File: src/rtl/console_uart_pkg.sv
// Shared constants for the console UART transmitter: register offsets,
// status bit layout, transmit FSM encoding and the status word builder.
package console_uart_pkg;

    localparam logic [31:0] OFS_DATA = 32'h0000_0000;
    localparam logic [31:0] OFS_STAT = 32'h0000_0004;

    localparam int ST_BUSY      = 0;
    localparam int ST_FULL      = 1;
    localparam int ST_COUNT_LSB = 8;

    typedef enum logic [1:0] {
        TX_IDLE  = 2'd0,
        TX_START = 2'd1,
        TX_DATA  = 2'd2,
        TX_STOP  = 2'd3
    } tx_state_e;

    // Assemble the status register; every unused bit reads as zero.
    function automatic logic [31:0] status_word(input logic busy, input logic full,
                                                input logic [7:0] count);
        logic [31:0] w;
        w                       = 32'h0000_0000;
        w[ST_BUSY]              = busy;
        w[ST_FULL]              = full;
        w[ST_COUNT_LSB +: 8]    = count;
        return w;
    endfunction

endpackage

File: src/rtl/console_fifo.sv
// Synchronous first-word-fall-through FIFO. A push is refused when full and a
// pop when empty; a simultaneous push and pop leaves the count unchanged.
module console_fifo
    import console_uart_pkg::*;
#(
    parameter int WIDTH = 8,
    parameter int DEPTH = 16
) (
    input  logic                     clk,
    input  logic                     resetn,
    input  logic                     push,
    input  logic [WIDTH-1:0]         din,
    input  logic                     pop,
    output logic [WIDTH-1:0]         dout,
    output logic [$clog2(DEPTH):0]   count,
    output logic                     full,
    output logic                     empty
);

    localparam int AW = $clog2(DEPTH);
    localparam int CW = AW + 1;

    logic [WIDTH-1:0] mem_r [DEPTH];
    logic [AW-1:0]    wr_ptr_r;
    logic [AW-1:0]    rd_ptr_r;
    logic [CW-1:0]    count_r;
    logic             push_ok_s;
    logic             pop_ok_s;

    assign full      = (count_r == CW'(DEPTH));
    assign empty     = (count_r == CW'(0));
    assign count     = count_r;
    assign dout      = mem_r[rd_ptr_r];
    assign push_ok_s = push && !full;
    assign pop_ok_s  = pop && !empty;

    // Storage array; contents need no reset because count gates every read.
    always_ff @(posedge clk) begin
        if (push_ok_s) begin
            mem_r[wr_ptr_r] <= din;
        end
    end

    // Pointers wrap naturally at the power-of-two depth; count tracks occupancy.
    always_ff @(posedge clk or negedge resetn) begin
        if (!resetn) begin
            wr_ptr_r <= AW'(0);
            rd_ptr_r <= AW'(0);
            count_r  <= CW'(0);
        end else begin
            if (push_ok_s) begin
                wr_ptr_r <= wr_ptr_r + AW'(1);
            end
            if (pop_ok_s) begin
                rd_ptr_r <= rd_ptr_r + AW'(1);
            end
            case ({push_ok_s, pop_ok_s})
                2'b10:   count_r <= count_r + CW'(1);
                2'b01:   count_r <= count_r - CW'(1);
                default: count_r <= count_r;
            endcase
        end
    end

endmodule

File: src/rtl/console_uart_tx.sv
// Console output stage on the picorv32 native bus: byte writes to the data
// register are queued and sent as 8N1 frames; a full queue stalls the write.
module console_uart_tx
    import console_uart_pkg::*;
#(
    parameter logic [31:0] ADDR   = 32'h1000_0000,
    parameter int          DEPTH  = 16,
    parameter int          CLKDIV = 16
) (
    input  logic        clk,
    input  logic        resetn,
    input  logic        mem_valid,
    input  logic [31:0] mem_addr,
    input  logic [31:0] mem_wdata,
    input  logic [3:0]  mem_wstrb,
    output logic        mem_ready,
    output logic [31:0] mem_rdata,
    output logic        ser_tx,
    output logic        tx_busy
);

    localparam int CW = $clog2(DEPTH) + 1;
    localparam int DW = $clog2(CLKDIV);
    localparam logic [DW-1:0] DIV_LOAD = DW'(CLKDIV - 1);

    logic            hit_data_s;
    logic            hit_stat_s;
    logic            sel_s;
    logic            wr_byte_s;
    logic            ack_s;
    logic            push_s;
    logic            pop_s;
    logic            busy_s;
    logic [31:0]     rdata_next_s;
    logic [7:0]      fifo_dout_s;
    logic [CW-1:0]   fifo_count_s;
    logic            fifo_full_s;
    logic            fifo_empty_s;
    logic            unused_wdata_s;

    logic            mem_ready_r;
    logic [31:0]     mem_rdata_r;
    logic            ser_tx_r;
    logic            tx_busy_r;
    tx_state_e       state_r;
    logic [7:0]      shreg_r;
    logic [2:0]      bitn_r;
    logic [DW-1:0]   div_r;

    assign unused_wdata_s = ^mem_wdata[31:8];

    console_fifo #(
        .WIDTH (8),
        .DEPTH (DEPTH)
    ) u_fifo (
        .clk    (clk),
        .resetn (resetn),
        .push   (push_s),
        .din    (mem_wdata[7:0]),
        .pop    (pop_s),
        .dout   (fifo_dout_s),
        .count  (fifo_count_s),
        .full   (fifo_full_s),
        .empty  (fifo_empty_s)
    );

    // Bus decode: acknowledge once per request, holding off byte writes while full.
    always_comb begin
        hit_data_s   = (mem_addr == (ADDR + OFS_DATA));
        hit_stat_s   = (mem_addr == (ADDR + OFS_STAT));
        sel_s        = mem_valid && (hit_data_s || hit_stat_s);
        wr_byte_s    = hit_data_s && mem_wstrb[0];
        ack_s        = sel_s && !mem_ready_r && !(wr_byte_s && fifo_full_s);
        push_s       = ack_s && wr_byte_s;
        busy_s       = !fifo_empty_s || (state_r != TX_IDLE);
        if (ack_s && hit_stat_s && (mem_wstrb == 4'b0000)) begin
            rdata_next_s = status_word(busy_s, fifo_full_s, 8'(fifo_count_s));
        end else begin
            rdata_next_s = 32'h0000_0000;
        end
    end

    // Pop decision: take the next byte from IDLE, or chain straight on at the end of STOP.
    always_comb begin
        pop_s = 1'b0;
        case (state_r)
            TX_IDLE: pop_s = !fifo_empty_s;
            TX_STOP: begin
                if (div_r == DW'(0)) begin
                    pop_s = !fifo_empty_s;
                end else begin
                    pop_s = 1'b0;
                end
            end
            default: pop_s = 1'b0;
        endcase
    end

    // Bus response registers and the busy flag.
    always_ff @(posedge clk or negedge resetn) begin
        if (!resetn) begin
            mem_ready_r <= 1'b0;
            mem_rdata_r <= 32'h0000_0000;
            tx_busy_r   <= 1'b0;
        end else begin
            mem_ready_r <= ack_s;
            mem_rdata_r <= rdata_next_s;
            tx_busy_r   <= busy_s;
        end
    end

    // Frame serialiser: start bit, eight data bits LSB first, stop bit, CLKDIV cycles each.
    always_ff @(posedge clk or negedge resetn) begin
        if (!resetn) begin
            state_r  <= TX_IDLE;
            shreg_r  <= 8'h00;
            bitn_r   <= 3'd0;
            div_r    <= DW'(0);
            ser_tx_r <= 1'b1;
        end else begin
            case (state_r)
                TX_IDLE: begin
                    if (pop_s) begin
                        shreg_r  <= fifo_dout_s;
                        div_r    <= DIV_LOAD;
                        ser_tx_r <= 1'b0;
                        state_r  <= TX_START;
                    end
                end
                TX_START: begin
                    if (div_r == DW'(0)) begin
                        div_r    <= DIV_LOAD;
                        bitn_r   <= 3'd0;
                        ser_tx_r <= shreg_r[0];
                        state_r  <= TX_DATA;
                    end else begin
                        div_r <= div_r - DW'(1);
                    end
                end
                TX_DATA: begin
                    if (div_r == DW'(0)) begin
                        div_r   <= DIV_LOAD;
                        shreg_r <= {1'b0, shreg_r[7:1]};
                        if (bitn_r == 3'd7) begin
                            ser_tx_r <= 1'b1;
                            state_r  <= TX_STOP;
                        end else begin
                            bitn_r   <= bitn_r + 3'd1;
                            ser_tx_r <= shreg_r[1];
                        end
                    end else begin
                        div_r <= div_r - DW'(1);
                    end
                end
                TX_STOP: begin
                    if (div_r == DW'(0)) begin
                        if (pop_s) begin
                            shreg_r  <= fifo_dout_s;
                            div_r    <= DIV_LOAD;
                            ser_tx_r <= 1'b0;
                            state_r  <= TX_START;
                        end else begin
                            state_r  <= TX_IDLE;
                        end
                    end else begin
                        div_r <= div_r - DW'(1);
                    end
                end
                default: begin
                    state_r  <= TX_IDLE;
                    ser_tx_r <= 1'b1;
                end
            endcase
        end
    end

    assign mem_ready = mem_ready_r;
    assign mem_rdata = mem_rdata_r;
    assign ser_tx    = ser_tx_r;
    assign tx_busy   = tx_busy_r;

endmodule

File: config.mk
export PLATFORM = sky130hd
export DESIGN_NAME = console_uart_tx
export DESIGN_NICKNAME = d
export VERILOG_FILES = /design/src/rtl/console_uart_pkg.sv /design/src/rtl/console_fifo.sv /design/src/rtl/console_uart_tx.sv
export SDC_FILE = /design/constraint.sdc
export NUM_CORES = 1
export LEC_CHECK = 0
export CAP_MARGIN = 20
export CORE_UTILIZATION = 55
export CTS_CLUSTER_DIAMETER = 40
export DETAILED_ROUTE_END_ITERATION = 12
export PLACE_DENSITY = 0.88
export SYNTH_ARGS = -nofsm -noshare
export SYNTH_HDL_FRONTEND = slang
export SYNTH_SLANG_ARGS = --single-unit
File: constraint.sdc
create_clock -name clk -period 6.2 [get_ports clk]
set_input_delay 1.24 -clock clk [delete_from_list [all_inputs] [get_ports clk]]
set_output_delay 1.24 -clock clk [all_outputs]
set_load 0.1 [all_outputs]
# Word-level counts from Yosys, hierarchy flattened
# Memory sizes are Yosys's and may differ from the RTL's.
# Cells that the tools add are included.
[word_totals]
ff_bits = 46
mem_bits_rw = 128
inputBits = 71
out_inout_bits = 35
mem_count = 1
[classes]
addsub = 6
n_eq_ne = 15
mux = 31
n_reduce_logical = 29
[mem_list]
columns = ["name", "words", "width", "read_ports", "rd_clocked_by_memory_dff", "wr", "line", "text"]
rows = [
  ["u_fifo.mem_r", 16, 8, 1, 0, 1, "console_fifo.sv:23", "logic [WIDTH-1:0] mem_r [DEPTH];"],
]
[ops]
columns = ["cell", "count"]
rows = [
  ["$eq A32 B29 Y1 const B", 2],
  ["$mux W8", 3],
  ["$pmux W8 S3", 1],
  ["$mux W13", 1],
  ["$mux W4", 3],
  ["$pmux W4 S3", 1],
  ["$logic_and A1 B1 Y1", 10],
  ["$mux W2", 5],
  ["$ne A2 B2 Y1 const B", 5],
  ["$pmux W5 S2", 1],
  ["$mux W1", 9],
  ["$mux W3", 3],
  ["$add A4 B1 Y4 const B", 2],
  ["$logic_not A4 Y1", 2],
  ["$pmux W2 S4", 1],
  ["$eq A2 B2 Y1 const B", 3],
  ["$pmux W3 S2", 1],
  ["$reduce_and A3 Y1", 2],
  ["$reduce_bool A2 Y1", 3],
  ["$add A5 B1 Y5 const B", 1],
  ["$eq A5 B5 Y1 const B", 1],
  ["$logic_not A5 Y1", 1],
  ["$reduce_and A5 Y1", 1],
  ["$sub A5 B1 Y5 const B", 1],
  ["13 further kinds", 18],
]

# Logic depth before layout (Yosys ltp)
[depth]
word_depth = 9
depth_mapped = 14

# By module
# From an unflattened synthesis, not the netlist that was laid out.
[hier_totals]
cells_unflattened = 504
area_unflattened_um2 = 7505.9
[modules_own_cells]
columns = ["module", "n_inst", "cells_per_inst", "area_each_um2", "seq_area_each_um2"]
rows = [
  ["console_fifo", 1, 332, 5779.3, 4169.0],
  ["console_uart_tx", 1, 172, 1726.7, 676.9],
]

# Worst setup path after synthesis
# Ideal clock, no wire load.
[synth_path]
kind = "in2reg"
start = "input port mem_addr[4]"
end = "register u_fifo.count_r[4] (netlist: u_fifo.count[4])"
arrival_ps = 3435
required_time_ps = 6120
slack_ps = 2685
cell_stages = 11
cell_sequence = "nor4b_1 nand4_1 nor4b_4 inv_1 ha_1 ha_1 nor2b_1 o21ai_0 a21oi_1 nor3_1 xnor2_1"
[synth_via]
elab_chain_len = 9
[synth_lines]
columns = ["element", "line", "text"]
rows = [
  ["from (decl)", "console_uart_tx.sv:13", "input logic [31:0] mem_addr,"],
  ["$eq A32 B29 Y1, on equally long branches", "console_uart_tx.sv:69, console_uart_tx.sv:70", ""],
  ["$logic_or A1 B1 Y1 / $logic_and A1 B1 Y1 (equally long branches)", "console_uart_tx.sv:71, console_uart_tx.sv:72", ""],
  ["$logic_and A1 B1 Y1, on equally long branches", "console_uart_tx.sv:71, console_uart_tx.sv:73", ""],
  ["$logic_and A1 B1 Y1 / $logic_not A1 Y1 (equally long branches)", "console_uart_tx.sv:73", "ack_s = sel_s && !mem_ready_r && !(wr_byte_s && fifo_full_s);"],
  ["$logic_and A1 B1 Y1", "console_uart_tx.sv:73", ""],
  ["$logic_and A1 B1 Y1 *", "console_uart_tx.sv:74", "push_s = ack_s && wr_byte_s;"],
  ["$logic_and A1 B1 Y1 *", "console_fifo.sv:34", "assign push_ok_s = push && !full;"],
  ["$eq A2 B1 Y1 / $eq A2 B2 Y1 (equally long branches)", "console_fifo.sv:57", "case ({push_ok_s, pop_ok_s})"],
  ["$pmux W5 S2 / $reduce_bool A2 Y1 (equally long branches)", "--", ""],
  ["to (signal assigned)", "console_fifo.sv:58", "2'b10: count_r <= count_r + CW'(1);"],
  ["to (signal assigned)", "console_fifo.sv:59", "2'b01: count_r <= count_r - CW'(1);"],
  ["to (signal assigned)", "console_fifo.sv:60", "default: count_r <= count_r;"],
  ["to (decl)", "console_fifo.sv:26", "logic [CW-1:0] count_r;"],
]
# Mark *: on every way between the ends. The rest lies on a longest branch, timed or not.
# A chain may end at the register's enable or synchronous reset.

# Final worst setup path
# Ends and elaborated chain as after synthesis.

==> flow_metrics.py <==
metrics = {
    "status": {
        "outcome": "finished, final reports clean",
    },
    "floorplanning": {
        "fp.dieArea_um2": 13700,
        "placeableCoreArea_um2": 12800,
        "core.rowCount": 41,
        "initial_core_util": 0.569,
        "die-height_um": 117,
        "fp.dieW_um": 117,
        "boundaryPins": 106,
    },
    "grt": {
        "grt_pass1_wl_um": 21800,
        "antenna_found_initial": 0,
        "grt_start_max_net_pins": 41,
        "grtUsageTotal": 0.230,
        "grt.overflow.total": 0,
        "vias_in_the_first_global_route": 4144,
    },
    "power_and_ir_drop": {
        "report.power.total_w": 0.00233,
        "clockPowerShare": 0.430,
        "seqPwrFrac": 0.520,
        "vdd_drop_max_v": 0.000235,
        "switching_power_summed_over_all_nets_w": 0.000508,
        "static-leakage-power_nw": 3.01,
        "power_density_nw_per_um2": 276,
        "p_int_w": 0.00182,
        "power.combinational.fraction": 0.049,
        "power_switching_share": 0.218,
    },
    "yosys": {
        "yosys.area.top_type": "sky130_fd_sc_hd__edfxtp_1",
        "synth_seq_area_share": 0.666,
        "postSynthCellCount": 463,
        "warnings_from_yosys": 0,
        "async_flop_share": 0.238,
        "number_of_enable_flip_flop_cells_after_synthesis": 128,
        "netlist_top_cells_area": "sky130_fd_sc_hd__edfxtp_1 (53%), sky130_fd_sc_hd__dfrtp_1 (13%), sky130_fd_sc_hd__mux4_2 (9.9%)",
        "synth_area_um2": 7270,
        "synth_top_cell_area_share": 0.529,
        "number_of_unique_standard_cell_types_used_by_synthesis": 51,
        "average_size_of_a_mapped_cell_um2": 15.7,
        "yosys_most_used_dff": "sky130_fd_sc_hd__edfxtp_1",
        "ys_seq_elements": 168,
    },
    "final_layout": {
        "antennaDiodeCount": 0,
        "synthToLayoutAreaGrowth_pct": 16.0,
        "utilization": 0.660,
        "layout_cells_sized_above_1": 0.142,
        "layout.nets": 612,
    },
    "setup_path": {
        "worst-endpoint-required_ps": 6560,
        "crit_arrival_ps": 4400,
        "cp-start-kind": "input pin",
        "crit_chain": "clkdlybuf4s50_1 -> nor4b_1 -> nand4_1 -> nor4b_4 -> inv_1 -> ha_1 -> ha_1 -> nor2b_1 -> o21ai_0 -> a21oi_1 -> nor3_1 -> xnor2_1",
        "critical_path.endpoint_type": "flop",
        "worstPathMaxFanout": 9,
        "slowest_stage": "sky130_fd_sc_hd__nor4b_4",
        "worstPathBufferInverterCount": 2,
        "worst-setup-path-type": "input pin to flop",
        "cp_top_family": "simple AND/OR/NAND/NOR gates",
        "slowest_delay_ps": 590,
        "crit_path_frequent_cell": "sky130_fd_sc_hd__ha_1",
    },
    "routing": {
        "num_vias": 4115,
        "drt_pre_antenna_iters": 5,
        "antenna_violating_nets_post_route": 0,
        "viasPerCell": 5.82,
        "detail_route.wirelength_um": 14100,
        "route.detailed.drc": 0,
        "wire_per_inst_um": 19.9,
        "drt_iter0_drc": 343,
    },
    "timing": {
        "totalNegativeSetupSlack_ps": 0,
        "timing.clock.skew_ps": 8.87,
        "report.final.hold_viol_count": 0,
        "rsz0062_at_grt": "false",
        "timing_max_transition_violations_final": 0,
        "remaining_max_slew_budget_at_the_tightest_pin": 0.352,
        "period_share": 0.653,
        "tightest_slew_ps": 969,
        "fmax_mhz": 247,
        "period_minus_slack_ps": 4050,
        "final-setup-viol-count": 0,
    },
    "run": {
        "drv.max_cap_violation_count": 0,
    },
    "clock_network": {
        "cts-hold-fix-buffers": 0,
        "clk_pin_slew_ps": 60,
        "clock_tree.root_cell": "sky130_fd_sc_hd__clkbuf_16",
        "cts.repair.resized": 0,
        "cts_buffers": 17,
        "worst_skew_pair.late_latency_ps": 430,
        "htree_num_levels": 4,
        "tritoncts_num_sinks": 168,
        "postCtsSetupBuffers": 0,
        "cts-root-to-sink-buffers": 2,
        "cts_tree": "built",
    },
    "placed_design": {
        "buffer_ports.inserted": 56,
        "place.gp.congestion": 0.787,
        "hpwlAfterDp_um": 9010,
    },
    "hold_path": {
        "min-delay-path-class": "flop to flop",
    },
}
## cell usage in the layout, fill, tap and decap left out, types with 3 or more instances in the layout
| master | instances |
|---|---|
| sky130_fd_sc_hd__ha_1 | 16 |
| sky130_fd_sc_hd__and3_1 | 3 |
| sky130_fd_sc_hd__clkdlybuf4s50_1 | 55 |
| sky130_fd_sc_hd__nand2_1 | 21 |
| sky130_fd_sc_hd__xnor2_1 | 7 |
| sky130_fd_sc_hd__a21oi_1 | 29 |
| sky130_fd_sc_hd__dfrtp_1 | 38 |
| sky130_fd_sc_hd__mux4_2 | 32 |
| sky130_fd_sc_hd__nor2_1 | 29 |
| sky130_fd_sc_hd__clkbuf_16 | 17 |
| sky130_fd_sc_hd__clkinv_4 | 3 |
| sky130_fd_sc_hd__mux2_2 | 3 |
| sky130_fd_sc_hd__edfxtp_1 | 128 |
| sky130_fd_sc_hd__and2_1 | 7 |
| sky130_fd_sc_hd__buf_4 | 7 |
| sky130_fd_sc_hd__nor3_1 | 10 |
| sky130_fd_sc_hd__nand4_1 | 3 |
| sky130_fd_sc_hd__nor2b_1 | 4 |
| sky130_fd_sc_hd__inv_1 | 14 |
| sky130_fd_sc_hd__nor4_1 | 6 |
| sky130_fd_sc_hd__xor2_1 | 3 |
| sky130_fd_sc_hd__a22o_1 | 3 |
| sky130_fd_sc_hd__conb_1 | 25 |
| sky130_fd_sc_hd__clkinv_1 | 4 |
| sky130_fd_sc_hd__a22oi_1 | 16 |
| sky130_fd_sc_hd__o21ai_0 | 11 |
| sky130_fd_sc_hd__a21o_1 | 3 |
## synthesized netlist by cell type, types with 4 or more instances
cell type,number
sky130_fd_sc_hd__buf_1,5
sky130_fd_sc_hd__and2_1,7
sky130_fd_sc_hd__nor2b_1,4
sky130_fd_sc_hd__inv_1,14
sky130_fd_sc_hd__dfrtp_1,39
sky130_fd_sc_hd__a21oi_1,29
sky130_fd_sc_hd__clkbuf_1,5
sky130_fd_sc_hd__o21ai_0,11
sky130_fd_sc_hd__edfxtp_1,128
sky130_fd_sc_hd__ha_1,16
sky130_fd_sc_hd__nor2_1,29
sky130_fd_sc_hd__nor3_1,10
sky130_fd_sc_hd__xnor2_1,7
sky130_fd_sc_hd__a22oi_1,16
sky130_fd_sc_hd__nand2_1,21
sky130_fd_sc_hd__nor4_1,6
sky130_fd_sc_hd__buf_4,29
sky130_fd_sc_hd__mux4_2,32
## path summary, 6_finish.rpt
check	from	end	slack, ps	cells after the start
min in group asynchronous	resetn	div_r[3]	940	1
worst min-delay path	shreg_r[5]	shreg_r[5]	540	2
worst max-delay path	mem_addr[4]	u_fifo.count[4]	2150	12
max in group asynchronous	resetn	u_fifo.rd_ptr_r[0]	4650	1
worst max register to register	state_r[0]	u_fifo.count[4]	3130	12
worst min register to register	shreg_r[5]	shreg_r[5]	540	2
## worst register-to-register path, cell delays in order, from the launching register on
cell	delay [ps]
sky130_fd_sc_hd__dfrtp_1	430
sky130_fd_sc_hd__inv_1	110
sky130_fd_sc_hd__ha_1	370
sky130_fd_sc_hd__inv_1	130
sky130_fd_sc_hd__a221oi_1	390
sky130_fd_sc_hd__ha_1	290
sky130_fd_sc_hd__inv_1	100
sky130_fd_sc_hd__fa_1	410
sky130_fd_sc_hd__nor2b_1	130
sky130_fd_sc_hd__o21ai_0	110
sky130_fd_sc_hd__and3_1	210
sky130_fd_sc_hd__nor3_1	180
sky130_fd_sc_hd__xnor2_1	140
## sequential cells by signal, summed over array words and instances (netlist names)
register	cells
u_fifo.count	5
ser_tx	1
bitn_r	3
mem_ready	1
div_r	4
u_fifo.wr_ptr_r	4
shreg_r	8
tx_busy	1
state_r	2
u_fifo.mem_r	128
mem_rdata	7
u_fifo.rd_ptr_r	4
## cells by family (layout without fill, tap and decap cells)
kind of cell / after synthesis / after routing / share of synthesized area
AOI/OAI and AO/OA: 77 / 77 / 0.0687
xor gates and xnor gates: 10 / 10 / 0.0120
adders and majority gates: 17 / 17 / 0.0303
muxes: 36 / 36 / 0.105
and+or+nand+nor: 95 / 95 / 0.0678
DFF: 168 / 168 / 0.666
buffers and inverters: 59 / 107 / 0.0490
other: 1 / 25 / 0.000516
## metal layers
metal / up-vias / wire [µm] / global-route usage / part of all wire
met5: - / 0 / 0 / 0
met4: 0 / 329 / 0.0979 / 0.023
met3: 30 / 906 / 0.0711 / 0.064
met2: 163 / 7240 / 0.370 / 0.51
met1: 2069 / 5630 / 0.292 / 0.40
li1: 1853 / - / - / -
## stage by stage
stage	hold WS (ps)	setup WS (ps)	cells	cell area, µm²
after global placement	492	1970	677	7880
after detailed placement	507	1790	677	7880
after CTS	531	2190	707	8440
final	535	2150	707	8440
after floorplan	481	2680	487	7360
after global routing	560	1920	707	8440
## cell type report
cell class | count | area, µm²
Clock buffer | 17 | 425
Clock inverter | 13 | 129
Fill cell | 840 | 4340
Inverter | 14 | 52.6
Multi-Input combinational cell | 260 | 2160
Sequential cell | 168 | 4850
Tap cell | 172 | 215
Timing Repair Buffer | 63 | 608
## power by group through the flow
stage,registers (W),logic [W],clock network [W]
6_report,0.00121,0.000115,0.00100
5_1_grt,0.00121,0.000120,0.00106
4_1_cts,0.00121,0.000115,0.00101
3_5_place_dp,0.00124,0.000115,0
3_3_place_gp,0.00124,0.000112,0
2_1_floorplan,0.00124,0.0000801,0
(Power assumes the default switching activity.)
